`config.mk`:
```
export PLATFORM = sky130hd
export DESIGN_NAME = uart_packet_decoder_flat
export DESIGN_NICKNAME = d
export VERILOG_FILES = /design/src/rtl/uart_pkt_pkg.sv /design/src/rtl/uart_packet_decoder_if.sv /design/src/rtl/uart_byte_fetch.sv /design/src/rtl/uart_packet_decoder.sv /design/src/flat_wrapper.sv
export SDC_FILE = /design/constraint.sdc
export NUM_CORES = 1
export LEC_CHECK = 0
export ABC_AREA = 1
export CAP_MARGIN = 30
export CORE_MARGIN = 2
export CORE_UTILIZATION = 55
export CTS_CLUSTER_SIZE = 8
export DETAILED_ROUTE_END_ITERATION = 6
export MAX_ROUTING_LAYER = met4
export PLACE_DENSITY = 0.83
export SYNTH_ARGS = -nofsm -noshare
export SYNTH_HDL_FRONTEND = slang
export SYNTH_SLANG_ARGS = --single-unit
```
`constraint.sdc`:
```
create_clock -name CLOCK_50 -period 1.8 [get_ports CLOCK_50]
set_input_delay 0.36 -clock CLOCK_50 [delete_from_list [all_inputs] [get_ports CLOCK_50]]
set_output_delay 0.36 -clock CLOCK_50 [all_outputs]
set_load 0.005 [all_outputs]
```
`src/rtl/uart_pkt_pkg.sv`:
```
// Shared constants for the UART packet decoder: start-of-frame default, error codes
// and FSM state encodings.
package uart_pkt_pkg;

    localparam logic [7:0] SOF_DEFAULT = 8'hA5;

    localparam logic [1:0] ERR_NONE = 2'b00;
    localparam logic [1:0] ERR_CSUM = 2'b01;
    localparam logic [1:0] ERR_LEN  = 2'b10;
    localparam logic [1:0] ERR_TMO  = 2'b11;

    localparam logic [1:0] HUNT    = 2'd0;
    localparam logic [1:0] LEN     = 2'd1;
    localparam logic [1:0] PAYLOAD = 2'd2;
    localparam logic [1:0] CSUM    = 2'd3;

endpackage

```
`src/rtl/uart_packet_decoder_if.sv`:
```
// Payload stream from the packet decoder to the processor side (valid/ready).
interface uart_packet_decoder_if;

    logic [7:0] out_data;
    logic       out_valid;
    logic       out_ready;
    logic       out_last;

    modport master (output out_data, output out_valid, output out_last, input out_ready);
    modport slave  (input out_data, input out_valid, input out_last, output out_ready);

endinterface

```
`src/rtl/uart_byte_fetch.sv`:
```
// Read handshake against the controller RX FIFO: one RE pulse per byte, data taken the
// following cycle, so at most one byte every two clocks.
module uart_byte_fetch (
    input  logic       clk_i,
    input  logic       rst_ni,
    input  logic       rx_empty_i,
    input  logic [7:0] rx_data_i,
    input  logic       stall_i,
    output logic       re_o,
    output logic [7:0] byte_o,
    output logic       byte_valid_o
);

    logic pending_q, pending_d;

    // No new read while one is outstanding; the outstanding one always completes.
    always_comb begin
        re_o      = !rx_empty_i && !pending_q && !stall_i;
        pending_d = re_o;
    end

    assign byte_o       = rx_data_i;
    assign byte_valid_o = pending_q;

    always_ff @(posedge clk_i or negedge rst_ni) begin
        if (!rst_ni) begin
            pending_q <= 1'b0;
        end else begin
            pending_q <= pending_d;
        end
    end

endmodule

```
`src/rtl/uart_packet_decoder.sv`:
```
// Frames RX FIFO bytes into SOF/LEN/payload/CSUM packets and streams the payload.
// Optional inter-byte timeout is enabled by defining PKT_TIMEOUT_EN.
module uart_packet_decoder
    import uart_pkt_pkg::*;
#(
    parameter int unsigned MAX_LEN  = 64,
    parameter logic [7:0]  SOF_BYTE = SOF_DEFAULT
`ifdef PKT_TIMEOUT_EN
    ,
    parameter int unsigned TIMEOUT_CLKS = 208320
`endif
) (
    input  logic                  CLOCK_50,
    input  logic                  rst_n,
    input  logic                  rx_empty,
    input  logic [7:0]            receive_data,
    output logic                  RE,
    uart_packet_decoder_if.master out_if,
    output logic                  pkt_done,
    output logic                  pkt_err,
    output logic [1:0]            err_code
);

    localparam logic [7:0] MaxLenB = 8'(MAX_LEN);

    logic [1:0] state_q, state_d;
    logic [7:0] sum_q, sum_d;
    logic [7:0] cnt_q, cnt_d;
    logic [7:0] out_data_q, out_data_d;
    logic       out_valid_q, out_valid_d;
    logic       out_last_q, out_last_d;
    logic       pkt_done_q, pkt_done_d;
    logic       pkt_err_q, pkt_err_d;
    logic [1:0] err_code_q, err_code_d;

    logic [7:0] rx_byte;
    logic       rx_byte_valid;
    logic       stall;

    assign stall = out_valid_q && !out_if.out_ready;

    uart_byte_fetch u_fetch (
        .clk_i        (CLOCK_50),
        .rst_ni       (rst_n),
        .rx_empty_i   (rx_empty),
        .rx_data_i    (receive_data),
        .stall_i      (stall),
        .re_o         (RE),
        .byte_o       (rx_byte),
        .byte_valid_o (rx_byte_valid)
    );

`ifdef PKT_TIMEOUT_EN
    localparam int unsigned    TmoW    = $clog2(TIMEOUT_CLKS + 1);
    localparam logic [TmoW-1:0] TmoLast = TmoW'(TIMEOUT_CLKS - 1);
    logic [TmoW-1:0] tmo_q, tmo_d;
`endif

    always_comb begin
        state_d     = state_q;
        sum_d       = sum_q;
        cnt_d       = cnt_q;
        out_data_d  = out_data_q;
        out_valid_d = out_valid_q;
        out_last_d  = out_last_q;
        pkt_done_d  = 1'b0;
        pkt_err_d   = 1'b0;
        err_code_d  = err_code_q;

        if (out_valid_q && out_if.out_ready) begin
            out_valid_d = 1'b0;
            out_last_d  = 1'b0;
        end

        if (rx_byte_valid) begin
            case (state_q)
                HUNT: begin
                    if (rx_byte == SOF_BYTE) state_d = LEN;
                end
                LEN: begin
                    sum_d = rx_byte;
                    if (rx_byte > MaxLenB) begin
                        pkt_err_d  = 1'b1;
                        err_code_d = ERR_LEN;
                        state_d    = HUNT;
                    end else if (rx_byte == 8'd0) begin
                        state_d = CSUM;
                    end else begin
                        cnt_d   = rx_byte;
                        state_d = PAYLOAD;
                    end
                end
                PAYLOAD: begin
                    // The output slot is always free here: RE was gated on it.
                    out_data_d  = rx_byte;
                    out_valid_d = 1'b1;
                    out_last_d  = (cnt_q == 8'd1);
                    sum_d       = sum_q + rx_byte;
                    cnt_d       = cnt_q - 8'd1;
                    if (cnt_q == 8'd1) state_d = CSUM;
                end
                CSUM: begin
                    if (rx_byte == sum_q) begin
                        pkt_done_d = 1'b1;
                    end else begin
                        pkt_err_d  = 1'b1;
                        err_code_d = ERR_CSUM;
                    end
                    state_d = HUNT;
                end
                default: state_d = HUNT;
            endcase
        end

`ifdef PKT_TIMEOUT_EN
        tmo_d = '0;
        if (!rx_byte_valid && state_q != HUNT) begin
            if (tmo_q == TmoLast) begin
                // Abort leaves any presented payload byte in place for delivery.
                pkt_err_d  = 1'b1;
                err_code_d = ERR_TMO;
                state_d    = HUNT;
            end else begin
                tmo_d = tmo_q + 1'b1;
            end
        end
`endif
    end

    always_ff @(posedge CLOCK_50 or negedge rst_n) begin
        if (!rst_n) begin
            state_q     <= HUNT;
            sum_q       <= 8'd0;
            cnt_q       <= 8'd0;
            out_data_q  <= 8'd0;
            out_valid_q <= 1'b0;
            out_last_q  <= 1'b0;
            pkt_done_q  <= 1'b0;
            pkt_err_q   <= 1'b0;
            err_code_q  <= ERR_NONE;
        end else begin
            state_q     <= state_d;
            sum_q       <= sum_d;
            cnt_q       <= cnt_d;
            out_data_q  <= out_data_d;
            out_valid_q <= out_valid_d;
            out_last_q  <= out_last_d;
            pkt_done_q  <= pkt_done_d;
            pkt_err_q   <= pkt_err_d;
            err_code_q  <= err_code_d;
        end
    end

`ifdef PKT_TIMEOUT_EN
    always_ff @(posedge CLOCK_50 or negedge rst_n) begin
        if (!rst_n) begin
            tmo_q <= '0;
        end else begin
            tmo_q <= tmo_d;
        end
    end
`endif

    assign out_if.out_data  = out_data_q;
    assign out_if.out_valid = out_valid_q;
    assign out_if.out_last  = out_last_q;
    assign pkt_done         = pkt_done_q;
    assign pkt_err          = pkt_err_q;
    assign err_code         = err_code_q;

endmodule

```
`src/flat_wrapper.sv`:
```
// flat-port wrapper written by rule: the top's interface ports become plain ports
module uart_packet_decoder_flat import uart_pkt_pkg::*;
#(
    parameter int unsigned MAX_LEN  = 64,
    parameter logic [7:0]  SOF_BYTE = SOF_DEFAULT

)
  (CLOCK_50, rst_n, rx_empty, receive_data, RE, pkt_done, pkt_err, err_code, out_if_out_data, out_if_out_valid, out_if_out_last, out_if_out_ready);
  uart_packet_decoder_if out_if_i ();
  input  logic CLOCK_50;
  input  logic rst_n;
  input  logic rx_empty;
  input  logic [7:0] receive_data;
  output logic RE;
  output logic pkt_done;
  output logic pkt_err;
  output logic [1:0] err_code;
  output wire logic [$bits(out_if_i.out_data)-1:0] out_if_out_data;
  output wire logic [$bits(out_if_i.out_valid)-1:0] out_if_out_valid;
  output wire logic [$bits(out_if_i.out_last)-1:0] out_if_out_last;
  input wire logic [$bits(out_if_i.out_ready)-1:0] out_if_out_ready;
  assign out_if_out_data = out_if_i.out_data;
  assign out_if_out_valid = out_if_i.out_valid;
  assign out_if_out_last = out_if_i.out_last;
  assign out_if_i.out_ready = out_if_out_ready;
  uart_packet_decoder #(.MAX_LEN(MAX_LEN), .SOF_BYTE(SOF_BYTE)) u_core (.CLOCK_50(CLOCK_50), .rst_n(rst_n), .rx_empty(rx_empty), .receive_data(receive_data), .RE(RE), .out_if(out_if_i), .pkt_done(pkt_done), .pkt_err(pkt_err), .err_code(err_code));
endmodule
```
Word level (Yosys, flattened, before mapping)
Index checks and enable logic that the tools add are counted.

Flip-flop bits (word level): 33. Input port bits: 12. Logic and storage cells: 67. Output and inout bits: 15.

Equal/unequal tests: 12. $add $sub $neg: 2. $lt $le $gt $ge: 1. Muxes and demuxes: 25. Reduce and logical (&&, ||, !) cells: 17.

Operator list (count): $pmux W8 S2 (2); $mux W8 (2); $mux W1 (13); $mux W2 (5); $add A8 B8 Y8 (1); $eq A8 B1 Y1 const B (1); $eq A8 B8 Y1 (1); $eq A8 B8 Y1 const B (1); $gt A8 B7 Y1 const B (1); $logic_not A8 Y1 (1); $pmux W2 S4 (1); $reduce_and A4 Y1 (2); $sub A8 B1 Y8 const B (1); $ne A2 B1 Y1 const B (3); $ne A2 B2 Y1 const B (3); $eq A2 B2 Y1 const B (2); $logic_and A1 B1 Y1 (4); $logic_not A1 Y1 (4); $pmux W2 S2 (1); $reduce_and A2 Y1 (2); $reduce_bool A2 Y1 (2); $reduce_and A3 Y1 (1); $eq A2 B1 Y1 const B (1); $logic_not A2 Y1 (1); $pmux W1 S2 (1).

Logic depth before layout (Yosys ltp)
Gate-level depths: netlist (run 1).

Depth after elaboration: 4. Gate-level depth with buffers: 11. Depth with buffers taken out: 11.

By module
A second synthesis (run 1) with hierarchy kept.

Cells, all modules: 301. Area, all modules: 2219.6 µm².

Modules (own cells, without submodules): uart_packet_decoder (area each 2117.0 µm², seq. area each 800.8 µm², cells each 288, instances 1); uart_byte_fetch (area each 102.6 µm², seq. area each 25.0 µm², cells each 13, instances 1).

Worst setup path before layout (run 1)
No wires, ideal clock.

Kind: input-to-reg. Start point: input receive_data[0]. End point: register u_core.sum_q[4]. Required time: 1.723 ns. Arrival time: 1.460 ns. Path slack: 0.263 ns. Buffers on the path: 0. Stages: 10. Library setup time: 0.077 ns. Cell sequence: ha_1 inv_1 fa_1 inv_1 nand2_1 nand2_1 and2_1 or2_0 nand3_1 a21oi_1.

Longest elaborated chain between the ends: 2.

RTL lines: start: declaration (RTL line flat_wrapper.sv:13) `input logic [7:0] receive_data;`; $add A8 B8 Y8 (RTL line uart_packet_decoder.sv:98) `sum_d = sum_q + rx_byte;`; $pmux W8 S2 (RTL line uart_packet_decoder.sv:76) `case (state_q)`; end signal: assignment (RTL line uart_packet_decoder.sv:143) `sum_q <= sum_d;`; end: declaration (RTL line uart_packet_decoder.sv:27) `logic [7:0] sum_q, sum_d;`.

Every way passes these cells. A chain may end at the register's enable or synchronous reset.

Worst setup path in the final report (run 1)
Start point: input out_if_out_ready. End point: output RE.

Longest elaborated chain between the ends: 4.

RTL lines: start: declaration (RTL line flat_wrapper.sv:21) `input wire logic [$bits(out_if_i.out_ready)-1:0] out_if_out_ready;`; $logic_not A1 Y1 (RTL line uart_packet_decoder.sv:40) `assign stall = out_valid_q && !out_if.out_ready;`; $logic_and A1 B1 Y1 (RTL line uart_packet_decoder.sv:40); $logic_not A1 Y1 (RTL line uart_byte_fetch.sv:18) `re_o = !rx_empty_i && !pending_q && !stall_i;`; $logic_and A1 B1 Y1 (RTL line uart_byte_fetch.sv:18); end: declaration (RTL line flat_wrapper.sv:14) `output logic RE;`.

Every way passes these cells.

==> out/qor.txt, run 1 <==
========================================================================================
Tightest Pin Transition                                                           469 ps
DR vias/cell                                                                        5.15
Final WL                                                                    5100 microns
Cell at the root of the clock tree                                              clkbuf_8
Number of antenna violations at the first check in global routing                      0
Slew HR                                                                            68.7%
Critical path data required time                                                 1440 ps
Count of antenna diodes in the layout                                                  0
Net Count, Synth                                                                     317
Leak pwr                                                                      0.00137 uW
Dominant cell by count in the synthesized netlist                                nand2_1
DRC viols                                                                              0
Cell with the largest stage delay on the worst path                         clkdlybuf4s50_1
Number of top-level pins                                                              27
Achievable Freq                                                                  582 MHz
Final nets                                                                           370
Final std cells w/o fill                                                             393
Maximum fanout along the worst path                                                    2
Minimum hold slack                                                                456 ps
Yosys top cell by area                                                           dfrtp_1
Count of endpoints failing setup in the final report                                   0
Largest cells by area after synthesis                                       dfrtp_1 39%, nand2_1 16%, ha_1 7.6%
Type of destination of the critical path                                      output pin
Distinct cell type count after synthesis                                              34
Largest clock skew in the final design                                           6.71 ps
Minimum clock period after layout                                                1720 ps
Number of pins with negative max-slew slack in the final report                        0
Number of buffers on the longest clock path                                            2
Min-delay worst type                                                        input pin to asynchronous set/reset pin
Number of global-route vias before repair                                           1979
Run status                                                                  complete, no violations
Number of synthesis warnings                                                           0
Delay of the slowest critical-path stage                                          480 ps
Vias                                                                                2022
Share of the synthesized area in the top cell type                                 38.7%
CTS H-Tree Depth                                                                       2
Die outline area                                                            0.00440 sq mm
Sink count of the clock tree                                                          33
Final Util                                                                         73.9%
Critical path, cell by cell                                                 clkdlybuf4s50_1, inv_1, a211oi_2, dlygate4sd2_1
Number of rows in the core area                                                       22
DRC marker count from the first detailed-route iteration                             129
Maximum number of pins on one net before global-route repair                          34
Count of maximum capacitance violations                                                0
Core area                                                                   0.00369 sq mm
Startpoint Class                                                               input pin
Synth Register Bits                                                                   33
Register area share after synthesis                                                38.7%
Fraction of layout cells with a size suffix above 1                                15.7%
Post-Synthesis Cells                                                                 291
Post-route antenna net violation count                                                 0
Die X                                                                       66.3 microns
Final hold violation count                                                             0
Gr usage total                                                                     27.6%
Synthesized area per cell                                                     7.34 sq um
TritonCTS clock tree                                                               built
Total iterations of the first detailed-routing run                                     4
Wire length of the first global-routing pass                                8850 microns
Post-detailed-route wirelength per cell                                     13.0 microns
Clock latency on the worst-skew pair                                              300 ps
Number of synthesized flops with an enable pin                                         0
Area grow syn2layout                                                               27.7%
Detail Placement HPWL                                                       3830 microns
Clock buffers created by TritonCTS                                                     5
Gate family responsible for the most delay along the worst path             buffers and inverters
Pwr/cell area                                                               1470 mW/mm^2
Number of instances in the placed design                                             385
Filler cell count                                                                    276
Critical Setup Path Class                                                   input pin to output pin
Clock Pin Slew Worst Setup and Hold Paths                                          70 ps
Internal reg-to-reg setup slack                                                   150 ps
Total of hold buffers inserted after clock tree synthesis                              0
Initial Util                                                                       57.9%
Final estimated routing congestion in global placement                             0.937
Asr flop ratio synth                                                                100%
Chip height                                                                 66.3 microns
Pre-CTS worst setup slack                                                        -330 ps
Arrival time at the worst endpoint                                               1360 ps
Number of buffers and inverters on the critical path                                   3
Count of buffers added by post-CTS timing repair for setup                             0
Largest voltage drop on the vdd net                                             0.950 mV
Netlist area before placement                                               0.00213 sq mm
IO Port Bufs                                                                          26
Global route total overflow                                                            0
Portion of the clock cycle consumed by the worst path in the final layout          95.5%
Most instantiated cells after synthesis                                     93 x nand2_1, 33 x dfrtp_1, 33 x inv_1
Final setup margin                                                               81.8 ps
Leading register cell type out of synthesis                                      dfrtp_1
========================================================================================
==> worst register-to-register path: stages (launching register included) <==
cell and delay (ps):
dfrtp_1 360, ha_2 180, inv_1 50, fa_1 360
inv_1 80, nand2_1 50, nand2_1 70, and2_1 140
or2_0 110, nand3_1 70, a21oi_1 120
==> timing repair <==
action	4_1_cts	5_1_grt
gates resized for setup	4	3
cloned	0	0
pin swaps	0	0
endpoints found under the setup margin	2	5
==> power by group <==
group          total (uW)  switching (uW)  internal (uW)
clock                 587             315            271
combinational        2190            1200            989
sequential           1250             205           1040
total                4020            1720           2300
==> cell usage in the layout, fill, tap and decap left out, types with 2 or more instances in the layout <==
cell type	count
nand3_1	21
buf_4	25
nor2_1	21
or2_2	2
nor3_1	3
dfrtp_1	33
clkbuf_8	5
clkinvlp_4	3
a21oi_1	15
clkdlybuf4s50_1	23
nand2_2	3
xnor2_1	2
o21ai_0	17
nand4_1	4
mux2_2	2
ha_1	11
ha_2	2
a31oi_1	2
nand2_1	93
inv_1	33
dlygate4sd2_1	2
inv_2	3
nor2_4	2
nor3_2	2
nand3b_1	2
==> cells by family (layout without fill, tap and decap cells) <==
logic type,count (synthesis),count (layout),synth area share (%)
buf+inv,41,95,7.44
xor+xnor,3,3,1.23
simple gates,159,159,33.2
compound gates,39,39,9.79
mux,2,2,1.06
flops,33,33,38.7
fa+ha+maj,14,14,8.56
==> worst paths after layout <==
path	to	startpoint	cells past startpoint
setup / recovery	RE	out_if_out_ready	4
min in group CLOCK_50	u_core.u_fetch.byte_valid_o	u_core.u_fetch.byte_valid_o	1
hold / removal	u_core.out_if.out_data[7]	rst_n	2
hold reg to reg	u_core.u_fetch.byte_valid_o	u_core.u_fetch.byte_valid_o	1
max in group asynchronous	u_core.cnt_q[5]	rst_n	2
setup reg to reg	u_core.sum_q[4]	u_core.sum_q[0]	10
==> sequential cells by signal (all words and copies together), names as in the netlist, named ones only <==
name / cells
u_core.out_if.out_valid: 1
u_core.sum_q: 8
u_core.out_if.out_data: 8
u_core.pkt_done: 1
u_core.out_if.out_last: 1
u_core.u_fetch.byte_valid_o: 1
u_core.state_q: 1
u_core.cnt_q: 8
u_core.err_code: 2
u_core.pkt_err: 1
==> per-stage QoR <==
| step | area (sq um) | total power, uW | TNS [ps] |
|---|---|---|---|
| floorplan | 2130 | 2620 | 0 |
| global placement | 2620 | 3330 | -2630 |
| detailed placement | 2620 | 3410 | -3280 |
| CTS | 2720 | 4000 | 0 |
| global route | 2730 | 4400 | -11.0 |
| finish | 2730 | 4020 | 0 |
==> metal layers <==
layer  part of all wire, %  wire length, microns  vias up  track usage (%)
met3                   3.7                   188       10             5.62
met1                    45                  2320      943             33.6
met5                     0                     0        -                -
li1                      -                     -     1039                -
met4                   1.8                    92        0             11.7
met2                    49                  2500       30             44.8
==> final cells by class <==
| class | instances | area, sq um | share of cell area, % |
|---|---|---|---|
| well taps | 48 | 60.1 | 2.20 |
| clock inverters | 3 | 22.5 | 0.826 |
| clock buffers | 5 | 68.8 | 2.53 |
| inverters | 36 | 135 | 4.96 |
| multi-input cells | 217 | 1160 | 42.7 |
| flip-flops and latches | 33 | 826 | 30.3 |
| repair buffers | 51 | 448 | 16.4 |
Power figures use the tool's default switching activity.
==> inputs of run 2 (changes only) <==
==> constraint.sdc (replaced) <==
create_clock -name CLOCK_50 -period 1.85 [get_ports CLOCK_50]
set_input_delay 0.37 -clock CLOCK_50 [delete_from_list [all_inputs] [get_ports CLOCK_50]]
set_output_delay 0.37 -clock CLOCK_50 [all_outputs]
set_load 0.005 [all_outputs]
==> out/qor.txt, run 2 (synthesis results as in run 1) <==
========================================================================================
Final nets                                                                           369   -0.27%
Number of buffers on the longest clock path                                            2   unchanged
Global route total overflow                                                            0   unchanged
Wire length of the first global-routing pass                                8960 microns   +1.3%
Count of antenna diodes in the layout                                                  0   unchanged
Final hold violation count                                                             0   unchanged
Delay of the slowest critical-path stage                                          440 ps   -40 ps
Count of buffers added by post-CTS timing repair for setup                             0   unchanged
Die outline area                                                            0.00440 sq mm   unchanged
Highest signal layer in the routed design                                           met4
Cell with the largest stage delay on the worst path                         clkdlybuf4s50_1
Post_cts resized                                                                       4   unchanged
Maximum number of pins on one net before global-route repair                          34   unchanged
Final estimated routing congestion in global placement                             0.940   +0.29%
Vias                                                                                2056   +1.7%
Post-detailed-route wirelength per cell                                     13.4 microns   +3.5%
CTS H-Tree Depth                                                                       2   unchanged
Pwr/cell area                                                               1480 mW/mm^2   +0.56%
Most common cell after layout, fill and taps aside                               nand2_1
Final setup margin                                                               78.3 ps   -3.51 ps
Post-route antenna net violation count                                                 0   unchanged
Clock latency on the worst-skew pair                                              300 ps   about the same
Critical path, cell by cell                                                 clkdlybuf4s50_1, ha_1, or2_2, nand3_1, nand2_1, nand2_1, nand3_1, a21oi_1
DRC marker count from the first detailed-route iteration                             104   -19%
Setup repair after global routing missed its margin                                false
Largest clock skew in the final design                                           13.0 ps   +6.26 ps
Clock Pin Slew Worst Setup and Hold Paths                                          70 ps   about the same
Startpoint Class                                                               input pin
Number of rows in the core area                                                       22   unchanged
Fraction of layout cells with a size suffix above 1                                14.8%   -0.83 points
Maximum fanout along the worst path                                                    5   +3
Met2 layer wire length in the routed design                                 2680 microns   +7.2%
Highest-count cells in the layout ignoring fill and taps                    93 x nand2_1, 33 x inv_1, 33 x dfrtp_1, 24 x buf_4, 23 x clkdlybuf4s50_1
IO Port Bufs                                                                          26   unchanged
Post-Layout Inst Area                                                       0.00274 sq mm   +0.55%
Critical path data required time                                                 2060 ps   +620 ps
Detail Placement HPWL                                                       3890 microns   +1.7%
Tightest Pin Transition                                                           428 ps   -41.1 ps
Number of top-level pins                                                              27   unchanged
Wire length on met3                                                          175 microns   -6.9%
Filler cell count                                                                    305   +11%
Run status                                                                  complete, no violations
Count of endpoints failing setup in the final report                                   0   unchanged
TritonCTS clock tree                                                               built
Type of destination of the critical path                                            flop
Chip height                                                                 66.3 microns   unchanged
Portion of the clock cycle consumed by the worst path in the final layout          95.8%
Initial Util                                                                       57.9%   unchanged
Min-delay worst type                                                        input pin to asynchronous set/reset pin
Total of hold buffers inserted after clock tree synthesis                              0   unchanged
Count of maximum capacitance violations                                                0   unchanged
Slew HR                                                                            71.5%   +2.7 points
Sink count of the clock tree                                                          33   unchanged
Worst Reg2Reg Path Length in Cells                                                    10   unchanged
DR vias/cell                                                                        5.24   +1.9%
Number of antenna violations at the first check in global routing                      0   unchanged
Post-Route M1 WL                                                            2310 microns   -0.26%
Final WL                                                                    5260 microns   +3.2%
Critical Setup Path Class                                                   input pin to flop
Largest voltage drop on the vdd net                                              1.04 mV   +9.3%
Arrival time at the worst endpoint                                               1990 ps   +630 ps
Area grow syn2layout                                                               28.4%
Leak pwr                                                                      0.00139 uW   +1.4%
Number of global-route vias before repair                                           2053   +3.7%
Gr usage total                                                                     27.9%   +0.23 points
Total iterations of the first detailed-routing run                                     4   unchanged
Die X                                                                       66.3 microns   unchanged
Core area                                                                   0.00369 sq mm   unchanged
Cell at the root of the clock tree                                              clkbuf_8
Sum of negative setup slack                                                         0 ps   unchanged
Post-detailed-placement cell area                                           0.00261 sq mm   -0.29%
Pre-CTS worst setup slack                                                        -309 ps   +21.0 ps
Number of pins with negative max-slew slack in the final report                        0   unchanged
Achievable Freq                                                                  564 MHz
DRC viols                                                                              0   unchanged
Minimum clock period after layout                                                1770 ps
Clock buffers created by TritonCTS                                                     5   unchanged
========================================================================================
==> run 2: cell types whose count changed in the layout (fill, tap and decap cells not counted), sizes merged <==
cell / before / now
buf: 25 / 24
bufinv: 0 / 1
clkbuf: 5 / 7
clkinvlp: 3 / 0
==> run 2: critical path, delay by kind of cell <==
family                   cells  cell delay [ps]
buffers and inverters        1              440
adder cells (fa/ha/maj)      1              380
AO/OA/AOI/OAI                1              130
AND/OR/NAND/NOR              5              670
==> run 2: metal layers <==
| layer | global-route usage, % | up-vias |
|---|---|---|
| met5 | - | - |
| met4 | 10.7 | 0 |
| met3 | 7.50 | 9 |
| met2 | 46.6 | 42 |
| met1 | 31.9 | 970 |
| li1 | - | 1035 |
==> run 2: final timing paths <==
| check | endpoint | slack (ps) | from |
|---|---|---|---|
| setup / recovery | u_core.sum_q[7] | 80 | receive_data[2] |
| hold / removal | u_core.out_if.out_data[7] | 470 | rst_n |
| setup reg to reg | u_core.sum_q[4] | 190 | u_core.sum_q[0] |
| hold reg to reg | u_core.u_fetch.byte_valid_o | 470 | u_core.u_fetch.byte_valid_o |
| max in group asynchronous | u_core.pkt_err | 1070 | rst_n |
| min in group CLOCK_50 | u_core.u_fetch.byte_valid_o | 470 | u_core.u_fetch.byte_valid_o |
==> run 2: layout make-up <==
type | count | area [sq um] | area share [%]
Multi-Input combinational cell | 217 | 1160 | 42.4
Tap cell | 48 | 60.1 | 2.19
Sequential cell | 33 | 826 | 30.1
Inverter | 36 | 135 | 4.93
Clock buffer | 7 | 86.3 | 3.15
Timing Repair Buffer | 50 | 440 | 16.1
Clock inverter | 1 | 30.0 | 1.10
==> run 2: report_power, final <==
part	switching, uW	internal [uW]
clock network	281	439
registers	209	1010
logic	1170	946
==> run 2: through the flow <==
step | power (uW) | std cells | utilization (%) | hold WS [ps]
final | 4060 | 392 | 74.3 | 466
after global routing | 4410 | 392 | 74.3 | 487
after CTS | 4050 | 392 | 74.1 | 469
after detailed placement | 3310 | 384 | 70.8 | 454
after global placement | 3230 | 384 | 70.8 | 450
after floorplan | 2550 | 291 | - | 74.4
